**src/rtl/com_fifo_rd_pack.sv**
```systemverilog
// com_fifo_rd_pack: pops DW-bit words from a show-ahead FIFO and packs RATIO of them into one registered OW-bit beat
module com_fifo_rd_pack #(
    parameter int DW    = 8,
    parameter int RATIO = 4,
    parameter int OW    = DW*RATIO,
    parameter int CW    = $clog2(RATIO+1)
) (
    input  logic          clk,
    input  logic          rst_n,
    input  logic          clear,
    output logic          fifo_rd_en,
    input  logic [DW-1:0] fifo_rd_data,
    input  logic          fifo_rd_empty,
    input  logic          flush,
    output logic          o_valid,
    input  logic          o_ready,
    output logic [OW-1:0] o_data,
    output logic [CW-1:0] o_bcnt,
    output logic          busy
);
    localparam int IW = $clog2(RATIO);
    localparam int AW = (RATIO-1)*DW;

    logic [IW-1:0] idx;
    logic [AW-1:0] acc;
    logic [AW-1:0] acc_m;
    logic          flush_pend;
    logic          slot_free;
    logic          last;
    logic          emit;

    assign slot_free  = !o_valid || o_ready;
    assign last       = idx == IW'(RATIO-1);
    assign fifo_rd_en = !clear && !fifo_rd_empty && !flush_pend && !(last && !slot_free);
    assign emit       = flush_pend && idx != '0 && slot_free;
    assign busy       = idx != '0 || o_valid || flush_pend;

    // keep only the words gathered for the current beat; stale slots read as zero
    always_comb begin
        acc_m = '0;
        for (int i = 0; i < RATIO-1; i++)
            acc_m[i*DW +: DW] = (IW'(i) < idx) ? acc[i*DW +: DW] : '0;
    end

    // word accumulator, slot index and pending-flush flag
    always_ff @(posedge clk or negedge rst_n) begin
        if (!rst_n) begin
            idx        <= '0;
            acc        <= '0;
            flush_pend <= 1'b0;
        end else if (clear) begin
            idx        <= '0;
            acc        <= '0;
            flush_pend <= 1'b0;
        end else begin
            if (fifo_rd_en && !last) begin
                acc[idx*DW +: DW] <= fifo_rd_data;
                idx               <= idx + 1'b1;
            end else if ((fifo_rd_en && last) || emit) begin
                idx <= '0;
            end
            if (!flush_pend)
                flush_pend <= flush;
            else if (idx == '0 || slot_free)
                flush_pend <= 1'b0;
        end
    end

    // output beat register: load full or partial beat, hold under back-pressure, zero when idle
    always_ff @(posedge clk or negedge rst_n) begin
        if (!rst_n) begin
            o_valid <= 1'b0;
            o_data  <= '0;
            o_bcnt  <= '0;
        end else if (clear) begin
            o_valid <= 1'b0;
            o_data  <= '0;
            o_bcnt  <= '0;
        end else if (fifo_rd_en && last) begin
            o_valid <= 1'b1;
            o_data  <= {fifo_rd_data, acc};
            o_bcnt  <= CW'(RATIO);
        end else if (emit) begin
            o_valid <= 1'b1;
            o_data  <= {{DW{1'b0}}, acc_m};
            o_bcnt  <= CW'(idx);
        end else if (o_ready) begin
            o_valid <= 1'b0;
            o_data  <= '0;
            o_bcnt  <= '0;
        end
    end
endmodule

```
**config.mk**
```make
export PLATFORM = sky130hd
export DESIGN_NAME = com_fifo_rd_pack
export DESIGN_NICKNAME = d
export VERILOG_FILES = /design/src/rtl/com_fifo_rd_pack.sv
export SDC_FILE = /design/constraint.sdc
export NUM_CORES = 1
export LEC_CHECK = 0
export CORE_AREA = 2 2 83 85
export CTS_CLUSTER_DIAMETER = 120
export CTS_CLUSTER_SIZE = 40
export DETAILED_ROUTE_END_ITERATION = 7
export DIE_AREA = 0 0 85 87
export PLACE_DENSITY_LB_ADDON = 0.05
export SETUP_SLACK_MARGIN = 0.2
export SLEW_MARGIN = 20
export SYNTH_ARGS = -nofsm -noshare
export SYNTH_HDL_FRONTEND = slang
export SYNTH_SLANG_ARGS = --single-unit
```
**constraint.sdc**
```tcl
create_clock -name clk -period 2 [get_ports clk]
set_clock_uncertainty 0.05 [all_clocks]
set_input_delay 0.4 -clock clk [delete_from_list [all_inputs] [get_ports clk]]
set_output_delay 0.4 -clock clk [all_outputs]
set_load 0.02 [all_outputs]
```
==> summary.md, run 1 <==
| Metric | Value |
|---|---|
| Port bufs | `51` |
| Synth Register Bits | `63` |
| Slew Viols, Final | `0` |
| Cts bufs inserted | `9` |
| Reg-to-Reg End | `acc[23]` |
| Gr usage total | `20.15%` |
| Synth Flop Type | `dfrtp_1` |
| Post-DRT Antenna Nets | `0` |
| Most frequent cells in the layout | `61 x dfrtp_1, 37 x clkdlybuf4s50_1, 31 x buf_4, 27 x o21ai_0, 26 x nand2_1` |
| Initial DRT Pass Iterations | `4` |
| Synth unique cells | `36` |
| Final min period | `1.753 ns` |
| Initial core utilization | `43.39%` |
| Power per cell area | `681.9 mW/mm^2` |
| Die Span Y | `87 um` |
| # rows | `30` |
| Crit. End Element | `flip-flop` |
| Final Hold Fails | `0` |
| Diode count | `0` |
| Die width | `85 um` |
| CTS tree | `built` |
| LEAKAGE | `0.001928 uW` |
| Status | `finished, final reports clean` |
| DR DRC count | `0` |
| Post-Syn Area | `0.002850 mm^2` |
| Core ar. | `0.006569 mm^2` |
| Most common cell after layout, fill and taps aside | `dfrtp_1` |
| CP required | `2.22 ns` |
| Worst skew pair latency | `0.33 ns` |
| DR WL/cell | `16.19 um` |
| Final WS setup | `0.2470 ns` |
| Final setup viols | `0` |
| Fin crit share | `87.65%` |
| Yosys Warn Count | `0` |
| Die footprint | `0.007395 mm^2` |
| Synth Area per Inst | `10.72 um^2` |
| Hold WS | `0.4514 ns` |
| Register area share after synthesis | `55.31%` |
| R2R Path Start | `idx[1]` |
| GPL Wtd Cong | `0.7791` |
| Fill count | `544` |
| Area Growth Syn to Fin | `44.07%` |
| Clock tree buffer depth | `2` |
| CP max FO | `8` |
| H-tree lvl count | `3` |
| FF+latch area | `0.001579 mm^2` |
| Actual slew at the worst max-slew pin | `0.5790 ns` |
| Max Cap Viol | `0` |
| Async SR Flop Fraction | `100.0%` |
| Gate Count Post-Synth | `266` |
| Clk root buf | `clkbuf_8` |
| Path category of the worst min-delay check | `in2async` |
| Achievable clock frequency | `570.4 MHz` |
| Sink Count | `63` |
| Worst slack at placement | `-0.3127 ns` |
| Final nets | `373` |
| DR vias/cell | `5.211` |
| First-pass GRT wire length | `11280 um` |
| Worst vdd ir | `0.4124 mV` |
| Vias in the first global route | `2178` |
| Syn nets | `286` |
| EDFF count, synth | `0` |
| Multi-input gate area | `0.001261 mm^2` |
| Starting DRT DRC Count | `92` |
| HPWL after DPL | `4682 um` |
| I/O pins | `52` |
| Worst setup startpoint | `idx[1]` |
| Layout cells sized above 1 | `26.05%` |
| Initial antenna violation count | `0` |
| Congestion Overflow GR | `0` |
| Reg2Reg Depth | `7` |
| Setup CP Type | `reg2reg` |
| Unrepaired setup endpoints after global routing | `yes` |
| Critical path startpoint category | `flip-flop` |
| Slew HR | `61.19%` |
| Detailed Route WL | `7073 um` |
| Pin count of the biggest net entering global routing | `52` |
| Pwr Total | `2800 uW` |
| Vias | `2277` |
| Clock transition at path regs | `0.07 ns` |
| R2R setup slack | `0.25 ns` |
| Crit path DAT | `1.97 ns` |
==> how the worst max path moves through the flow <==
| stage | end | cells past startpoint |
|---|---|---|
| floorplan | acc[16] | 6 |
| global placement | fifo_rd_en | 4 |
| global route | acc[18] | 7 |
| CTS | fifo_rd_en | 4 |
| finish | acc[23] | 7 |
| detailed placement | fifo_rd_en | 4 |
==> power breakdown <==
part	internal, uW	switching, uW
logic	189	211
clock network	635	462
registers	1290	11.9
==> cells in the mapped netlist (2+ instances only) <==
| cell | count | area [um^2] |
|---|---|---|
| dfrtp_1 | 63 | 1577 |
| o21ai_0 | 29 | 145.1 |
| nand2_1 | 27 | 101.4 |
| nand3_1 | 25 | 125.1 |
| nand2b_1 | 16 | 100.1 |
| inv_1 | 11 | 41.29 |
| a21oi_1 | 9 | 45.04 |
| a22o_1 | 9 | 78.83 |
| mux2i_1 | 9 | 90.09 |
| clkbuf_1 | 8 | 30.03 |
| o32ai_1 | 8 | 70.07 |
| nor2_1 | 7 | 26.28 |
| ha_1 | 6 | 75.07 |
| buf_4 | 4 | 30.03 |
| buf_6 | 4 | 45.04 |
| nor3_1 | 4 | 20.02 |
| a22oi_1 | 2 | 15.01 |
| and2_1 | 2 | 12.51 |
| nor2_4 | 2 | 22.52 |
| nor3b_2 | 2 | 25.02 |
| nor4b_1 | 2 | 17.52 |
| o21ai_1 | 2 | 10.01 |
| o21ai_2 | 2 | 17.52 |
==> area by class of cell <==
type	count	area share, %
Multi-Input combinational cell	175	30.71
Sequential cell	63	38.45
Clock inverter	3	1.036
Timing Repair Buffer	93	22.52
Inverter	11	1.066
Clock buffer	12	3.778
Tap cell	80	2.438
==> through the flow <==
step | utilization (%) | instance area [um^2] | instances | TNS, ns
2_1_floorplan | - | 2850 | 266 | 0
3_3_place_gp | 55.28 | 3631 | 411 | -2.869
3_5_place_dp | 55.28 | 3631 | 411 | -4.520
4_1_cts | 59.56 | 3913 | 432 | 0
5_1_grt | 62.51 | 4106 | 437 | 0
6_report | 62.51 | 4106 | 437 | 0
==> sequential cells by signal, summed over array words and instances (netlist names) <==
signal      count
acc            24
flush_pend      1
idx             2
o_bcnt          3
o_data         32
o_valid         1
==> critical path: stages, from the launching register on <==
cell	delay (ns)
dfrtp_2	0.44
ha_2	0.20
buf_4	0.16
nor4b_4	0.23
nor2_2	0.08
buf_4	0.17
nor2_4	0.20
a22o_1	0.16
==> logic make-up (layout without fill, tap and decap cells) <==
logic type / after synthesis / count (layout) / share of synthesized area, %
AOI/OAI and AO/OA: 63 / 63 / 13.96
adders and majority gates: 6 / 6 / 2.634
buffers and inverters: 28 / 119 / 5.663
DFF: 63 / 63 / 55.31
muxes: 10 / 10 / 3.556
and+or+nand+nor: 96 / 96 / 18.88
==> timing repair <==
action	in CTS	in global routing
pin swaps	3	16
endpoints found under the hold margin	12	0
endpoints found under the setup margin	60	62
cloned	0	1
resized for setup	20	41
buffers inserted	5	4
hold buffers	1	0
==> per-layer routing <==
| layer | vias up | part of all wire (%) | track usage [%] |
|---|---|---|---|
| met5 | - | 0 | 0 |
| met4 | 0 | 0.68 | 5.628 |
| met2 | 64 | 47 | 30.68 |
| met3 | 4 | 4.9 | 6.256 |
| li1 | 1105 | - | - |
| met1 | 1104 | 48 | 28.02 |
No activity file was read; power rests on OpenSTA's default activity.
==> run 2: changes to the inputs <==
==> constraint.sdc (replaced) <==
create_clock -name clk -period 1.8 [get_ports clk]
set_clock_uncertainty 0.05 [all_clocks]
set_input_delay 0.36 -clock clk [delete_from_list [all_inputs] [get_ports clk]]
set_output_delay 0.36 -clock clk [all_outputs]
set_load 0.02 [all_outputs]
==> run 2 against run 1 <==
Count of clock-buffer cells in the layout decreased by 2. Critical path depth decreased by 1. Cell count increased by 4.6%. Cell area increased by 13%. Register-to-register slack got worse by 0.15 ns. Critical endpoint is now acc[17]. Largest power group unchanged. Highest routed layer unchanged.
==> summary.md, run 2 (synthesized netlist as in run 1, its figures left out) <==
| Metric | Value |
|---|---|
| Status | `finished, final reports clean` |
| Initial DRT Pass Iterations | `4 (unchanged)` |
| Die width | `85 um (unchanged)` |
| Port bufs | `51 (unchanged)` |
| Clk root buf | `clkbuf_8` |
| Crit path capture | `acc[17]` |
| Critical path startpoint category | `flip-flop` |
| Unrepaired setup endpoints after global routing | `yes` |
| Final Hold Fails | `0 (unchanged)` |
| Pwr Total | `3097 uW (+11%)` |
| Worst slack at placement | `-0.3869 ns (-0.07413 ns)` |
| Congestion Overflow GR | `0 (unchanged)` |
| HPWL after DPL | `4904 um (+4.7%)` |
| Fin util | `70.69% (+8.2 points)` |
| Placed cell count | `418 (+1.7%)` |
| Largest register FFs | `32 (unchanged)` |
| Clock transition at path regs | `0.07 ns (about the same)` |
| Slew HR | `62.99% (+1.8 points)` |
| Initial core utilization | `43.39% (unchanged)` |
| Slew Viols, Final | `0 (unchanged)` |
| CP max FO | `8 (unchanged)` |
| DR DRC count | `0 (unchanged)` |
| Detailed Route WL | `8135 um (+15%)` |
| DR vias/cell | `5.484 (+5.2%)` |
| Final min period | `1.706 ns (-0.04744 ns)` |
| LEAKAGE | `0.002080 uW (+7.9%)` |
| Diode count | `0 (unchanged)` |
| Most common cell after layout, fill and taps aside | `dfrtp_1` |
| Core ar. | `0.006569 mm^2 (unchanged)` |
| Starting DRT DRC Count | `77 (-16%)` |
| Fin cells | `457 (+4.6%)` |
| Regs by FF count | `o_data x32, acc x24, o_bcnt x3` |
| Reg-to-Reg End | `acc[17]` |
| Max Cap Viol | `0 (unchanged)` |
| Most frequent cells in the layout | `61 x dfrtp_1, 38 x dlygate4sd2_1, 30 x buf_4, 25 x nand2_1, 20 x nand3_2` |
| Crit. End Element | `flip-flop` |
| GPL Wtd Cong | `0.7886 (+1.2%)` |
| Worst vdd ir | `0.4990 mV (+21%)` |
| R2R setup slack | `0.09 ns (-0.15 ns)` |
| Worst skew pair latency | `0.34 ns (about the same)` |
| CTS tree | `built` |
| Layout cells sized above 1 | `46.68% (+21 points)` |
| Sink Count | `63 (unchanged)` |
| Reg2Reg Depth | `6 (-1)` |
| Gr usage total | `21.99% (+1.8 points)` |
| Actual slew at the worst max-slew pin | `0.5530 ns (-0.02595 ns)` |
| Cts bufs inserted | `9 (unchanged)` |
| Fill count | `480 (-12%)` |
| Fin crit share | `94.75% (+7.1 points)` |
| # rows | `30 (unchanged)` |
| Path category of the worst min-delay check | `in2async` |
| Worst setup startpoint | `idx[1]` |
| DR WL/cell | `17.80 um (+10%)` |
| Fin Setup TNS | `0 ns (unchanged)` |
| R2R Path Start | `idx[1]` |
| Power per cell area | `667.1 mW/mm^2 (-2.2%)` |
| I/O pins | `52 (unchanged)` |
| Post-DRT Antenna Nets | `0 (unchanged)` |
| Vias in the first global route | `2358 (+8.3%)` |
| Final setup viols | `0 (unchanged)` |
| Die Span Y | `87 um (unchanged)` |
| Final WS setup | `0.09442 ns (-0.1526 ns)` |
| Pin count of the biggest net entering global routing | `25 (-52%)` |
| Clock tree buffer depth | `2 (unchanged)` |
| Die footprint | `0.007395 mm^2 (unchanged)` |
| Setup CP Type | `reg2reg` |
| CP required | `2.02 ns (-0.20 ns)` |
| Achievable clock frequency | `586.3 MHz (+2.8%)` |
| Crit path DAT | `1.93 ns (-0.04 ns)` |
| Top reg by flops | `o_data` |
| Initial antenna violation count | `0 (unchanged)` |
| Final nets | `392 (+5.1%)` |
| H-tree lvl count | `3 (unchanged)` |
| Vias | `2506 (+10%)` |
| Area Growth Syn to Fin | `62.91%` |
| First-pass GRT wire length | `12310 um (+9.1%)` |
[run 2: cell count changes in the layout (fill, tap and decap cells not counted), moves of 10 or more]
cell,delta
dlygate4sd2_1,+37
buf_6,+14
clkdlybuf4s50_1,-28
o21ai_2,+17
nand3_2,+20
nand3_1,-23
o21ai_0,-27
dlymetal6s2s_1,-10
[run 2: worst min path at each step]
stage / from / endpoint
global placement: rst_n / o_data[18]
CTS: o_data[29] / o_data[29]
global route: acc[18] / acc[18]
detailed placement: rst_n / o_bcnt[1]
finish: rst_n / o_data[23]
floorplan: rst_n / acc[0]
[run 2: stage by stage]
| step | cell area, um^2 | hold slack, ns |
|---|---|---|
| after floorplan | 2875 | 0.01441 |
| after global placement | 3695 | 0.3003 |
| after detailed placement | 3695 | 0.3015 |
| after CTS | 4215 | 0.4738 |
| after global routing | 4643 | 0.4782 |
| final | 4643 | 0.4617 |
[run 2: final cells by class]
| class | count | area, um^2 | share of cell area [%] |
|---|---|---|---|
| Tap cell | 80 | 100.1 | 2.156 |
| Multi-Input combinational cell | 177 | 1635 | 35.22 |
| Clock buffer | 10 | 127.6 | 2.749 |
| Timing Repair Buffer | 110 | 1117 | 24.06 |
| Sequential cell | 63 | 1579 | 34.01 |
| Clock inverter | 6 | 37.54 | 0.8084 |
| Inverter | 11 | 46.29 | 0.9970 |
[run 2: timing repair]
action,4_1_cts,5_1_grt
gates cloned,3,2
hold endpoints to repair,18,0
setup buffers,9,8
setup endpoints to repair,100,64
pin swaps,11,54
resized for setup,131,79
hold buffers,1,0
[run 2: report_power, final]
group | internal, uW | switching [uW]
clock network | 492 | 579
registers | 1430 | 17.7
logic | 281 | 294
total | 2210 | 891
[run 2: metal layers]
layer / share of wire [%] / GRT usage [%] / vias up
met5: 0 / 0 / -
met4: 2.7 / 9.235 / 0
met3: 4.5 / 5.498 / 20
met2: 49 / 33.88 / 60
met1: 44 / 29.78 / 1267
li1: - / - / 1159
[run 2: worst max-delay path, cell delays in order, from the launching register on]
cell	delay, ns
dfrtp_2	0.47
ha_4	0.19
buf_6	0.13
nor4b_4	0.30
nor2_4	0.10
nor2_4	0.20
a22o_1	0.18
==> patch: new RTL, flow settings as in run 1 <==
Put one more register stage on the output `o_bcnt`. The value now appears one clock later. The other outputs are not delayed to match.
--- a/src/rtl/com_fifo_rd_pack.sv
+++ b/src/rtl/com_fifo_rd_pack.sv
@@ -20,6 +20,8 @@
 );
     localparam int IW = $clog2(RATIO);
     localparam int AW = (RATIO-1)*DW;
+
+    logic [CW-1:0] o_bcnt_s0;
 
     logic [IW-1:0] idx;
     logic [AW-1:0] acc;
@@ -71,24 +73,28 @@
         if (!rst_n) begin
             o_valid <= 1'b0;
             o_data  <= '0;
-            o_bcnt  <= '0;
+            o_bcnt_s0 <= '0;
         end else if (clear) begin
             o_valid <= 1'b0;
             o_data  <= '0;
-            o_bcnt  <= '0;
+            o_bcnt_s0 <= '0;
         end else if (fifo_rd_en && last) begin
             o_valid <= 1'b1;
             o_data  <= {fifo_rd_data, acc};
-            o_bcnt  <= CW'(RATIO);
+            o_bcnt_s0 <= CW'(RATIO);
         end else if (emit) begin
             o_valid <= 1'b1;
             o_data  <= {{DW{1'b0}}, acc_m};
-            o_bcnt  <= CW'(idx);
+            o_bcnt_s0 <= CW'(idx);
         end else if (o_ready) begin
             o_valid <= 1'b0;
             o_data  <= '0;
-            o_bcnt  <= '0;
+            o_bcnt_s0 <= '0;
         end
     end
+    always_ff @(posedge clk) begin
+        o_bcnt <= o_bcnt_s0;
+    end
+
 endmodule
 
Behaviour: not the same (Yosys sat finds a counterexample within 4 cycles, from zero or initial values and one cycle with rst_n low).
==> patch against run 1 <==
- sequential cell count is 3 higher
- via count grew 3.7%
- sequential share of layout area rose by 1.8 points
- die area unchanged
- power is 6.3% higher
- synthesized area grew 1.1%
- routed wire length up 7.9%
- critical path type is now in2out
- non-clock buffer count is 2 lower
- sequential power rose by 5%
- design area fell by 1.0%
- worst setup slack worse by 87 ps
==> patch: results (changes against run 1) <==
- Run status: finished, final reports clean
- Biggest regs: o_data: 32 flops, acc: 24 flops
- Mapped Nets: 301 (+5.2%)
- Crit Path Max Fanout: 2 (-6)
- Hold Path Class: reg2reg
- H-Tree Depth: 3 (unchanged)
- R2R Path End: acc[19]
- Total Nets Final: 387 (+3.8%)
- Fin cells: 452 (+3.4%)
- Post-synthesis xor/xnor area fraction: 0% (unchanged)
- Worst EP arrival: 1390 ps (-580 ps)
- Setup WS pre-CTS: -395 ps (-82.8 ps)
- Mux cell area share after synthesis: 0.738% (-2.8 points)
- Synth cell count leaders: dfrtp_1 (63), o21ai_0 (42), nand2_1 (35)
- GRT met3 Usage: 3.41% (-2.8 points)
- # Post-CTS Setup Buffers: 2 (-3)
- CP max stage delay: 480 ps (+40 ps)
- CP top delay family: buffers and inverters
- Leakage: 1.89 nW (-1.8%)
- Routed met1 length: 3530 um (+4.3%)
- R2R Path Start: idx[0]
- Met3 WL: 240 um (-31%)
- Util after Layout: 61.9% (-0.65 points)
- Final WL: 7630 um (+7.9%)
- Post-place instance area: 3710 um2 (+2.2%)
- GR Util met2: 36.8% (+6.1 points)
- Fin crit period: 1840 ps (+87.5 ps)
- CP endpoint: fifo_rd_en
- Placed wire-length estimate: 5180 um (+11%)
- Synth Instances: 281 (+5.6%)
- Worst Setup SP: o_ready
- Post-Synth Adder-Cell Area: 2.60% (-0.030 points)
- Post-synth ARST share: 95.5% (-4.5 points)
- GR met1 Demand/Resource: 29.2% (+1.2 points)
- GRT Util Overall: 22.3% (+2.1 points)
- Placer Congestion: 0.764 (-1.9%)
- Hold Startpoint: o_bcnt_s0[2]
- Fillers: 547 (+0.55%)
- Routed vias: 2362 (+3.7%)
- Met2 WL post-DR: 3740 um (+14%)
- Share of layout cells above drive strength 1: 21.8% (-4.3 points)
- Cell count after placement: 431 (+4.9%)
- Relative slew slack: 69.2% (+8.0 points)
- Area contributors post-synth: dfrtp_1 (55%), o21ai_0 (7.3%), nand2_1 (4.6%)
- Worst hold margin: 328 ps (-123 ps)
- Maximum VDD drop: 467 uV (+13%)
- Crit path max-delay cell type: clkdlybuf4s50_1
- Post-CTS resize count: 23 (+15%)
- DRT Pass-1 Iters: 4 (unchanged)
- Sequential share of the synthesized area: 56.8% (+1.5 points)
- Drt initial violations: 97 (+5.4%)
- Vias in the first global route: 2477 (+14%)
- Clock Latency Late Sink: 350 ps (+20 ps)
- Global-route wire length before repair: 12500 um (+11%)
- Compound-cell area share of the yosys netlist: 14.9% (+0.93 points)
- Pin count of the biggest net entering global routing: 28 (-46%)
[patch: changes by cell type after synthesis, sizes merged, moves of 2 or more]
| cell | before | now |
|---|---|---|
| nand2b | 17 | 20 |
| mux2i | 9 | 1 |
| nor4b | 2 | 0 |
| nand4 | 0 | 8 |
| dfxtp | 0 | 3 |
| o21ai | 33 | 42 |
| a21oi | 10 | 13 |
| nand3 | 25 | 17 |
| nand2 | 27 | 35 |
[patch: where the power goes]
part / internal, mW / switching, mW / total [mW]
clock network: 0.707 / 0.543 / 1.25
registers: 1.35 / 0.0155 / 1.37
logic: 0.161 / 0.195 / 0.357
total: 2.22 / 0.754 / 2.98
[patch: cell type report]
type	count	area share, %
clock inverters	6	2.22
repair buffers	91	22.0
inverters	12	1.11
multi-input cells	187	28.8
clock buffers	10	3.14
flip-flops and latches	66	40.3
well taps	80	2.46
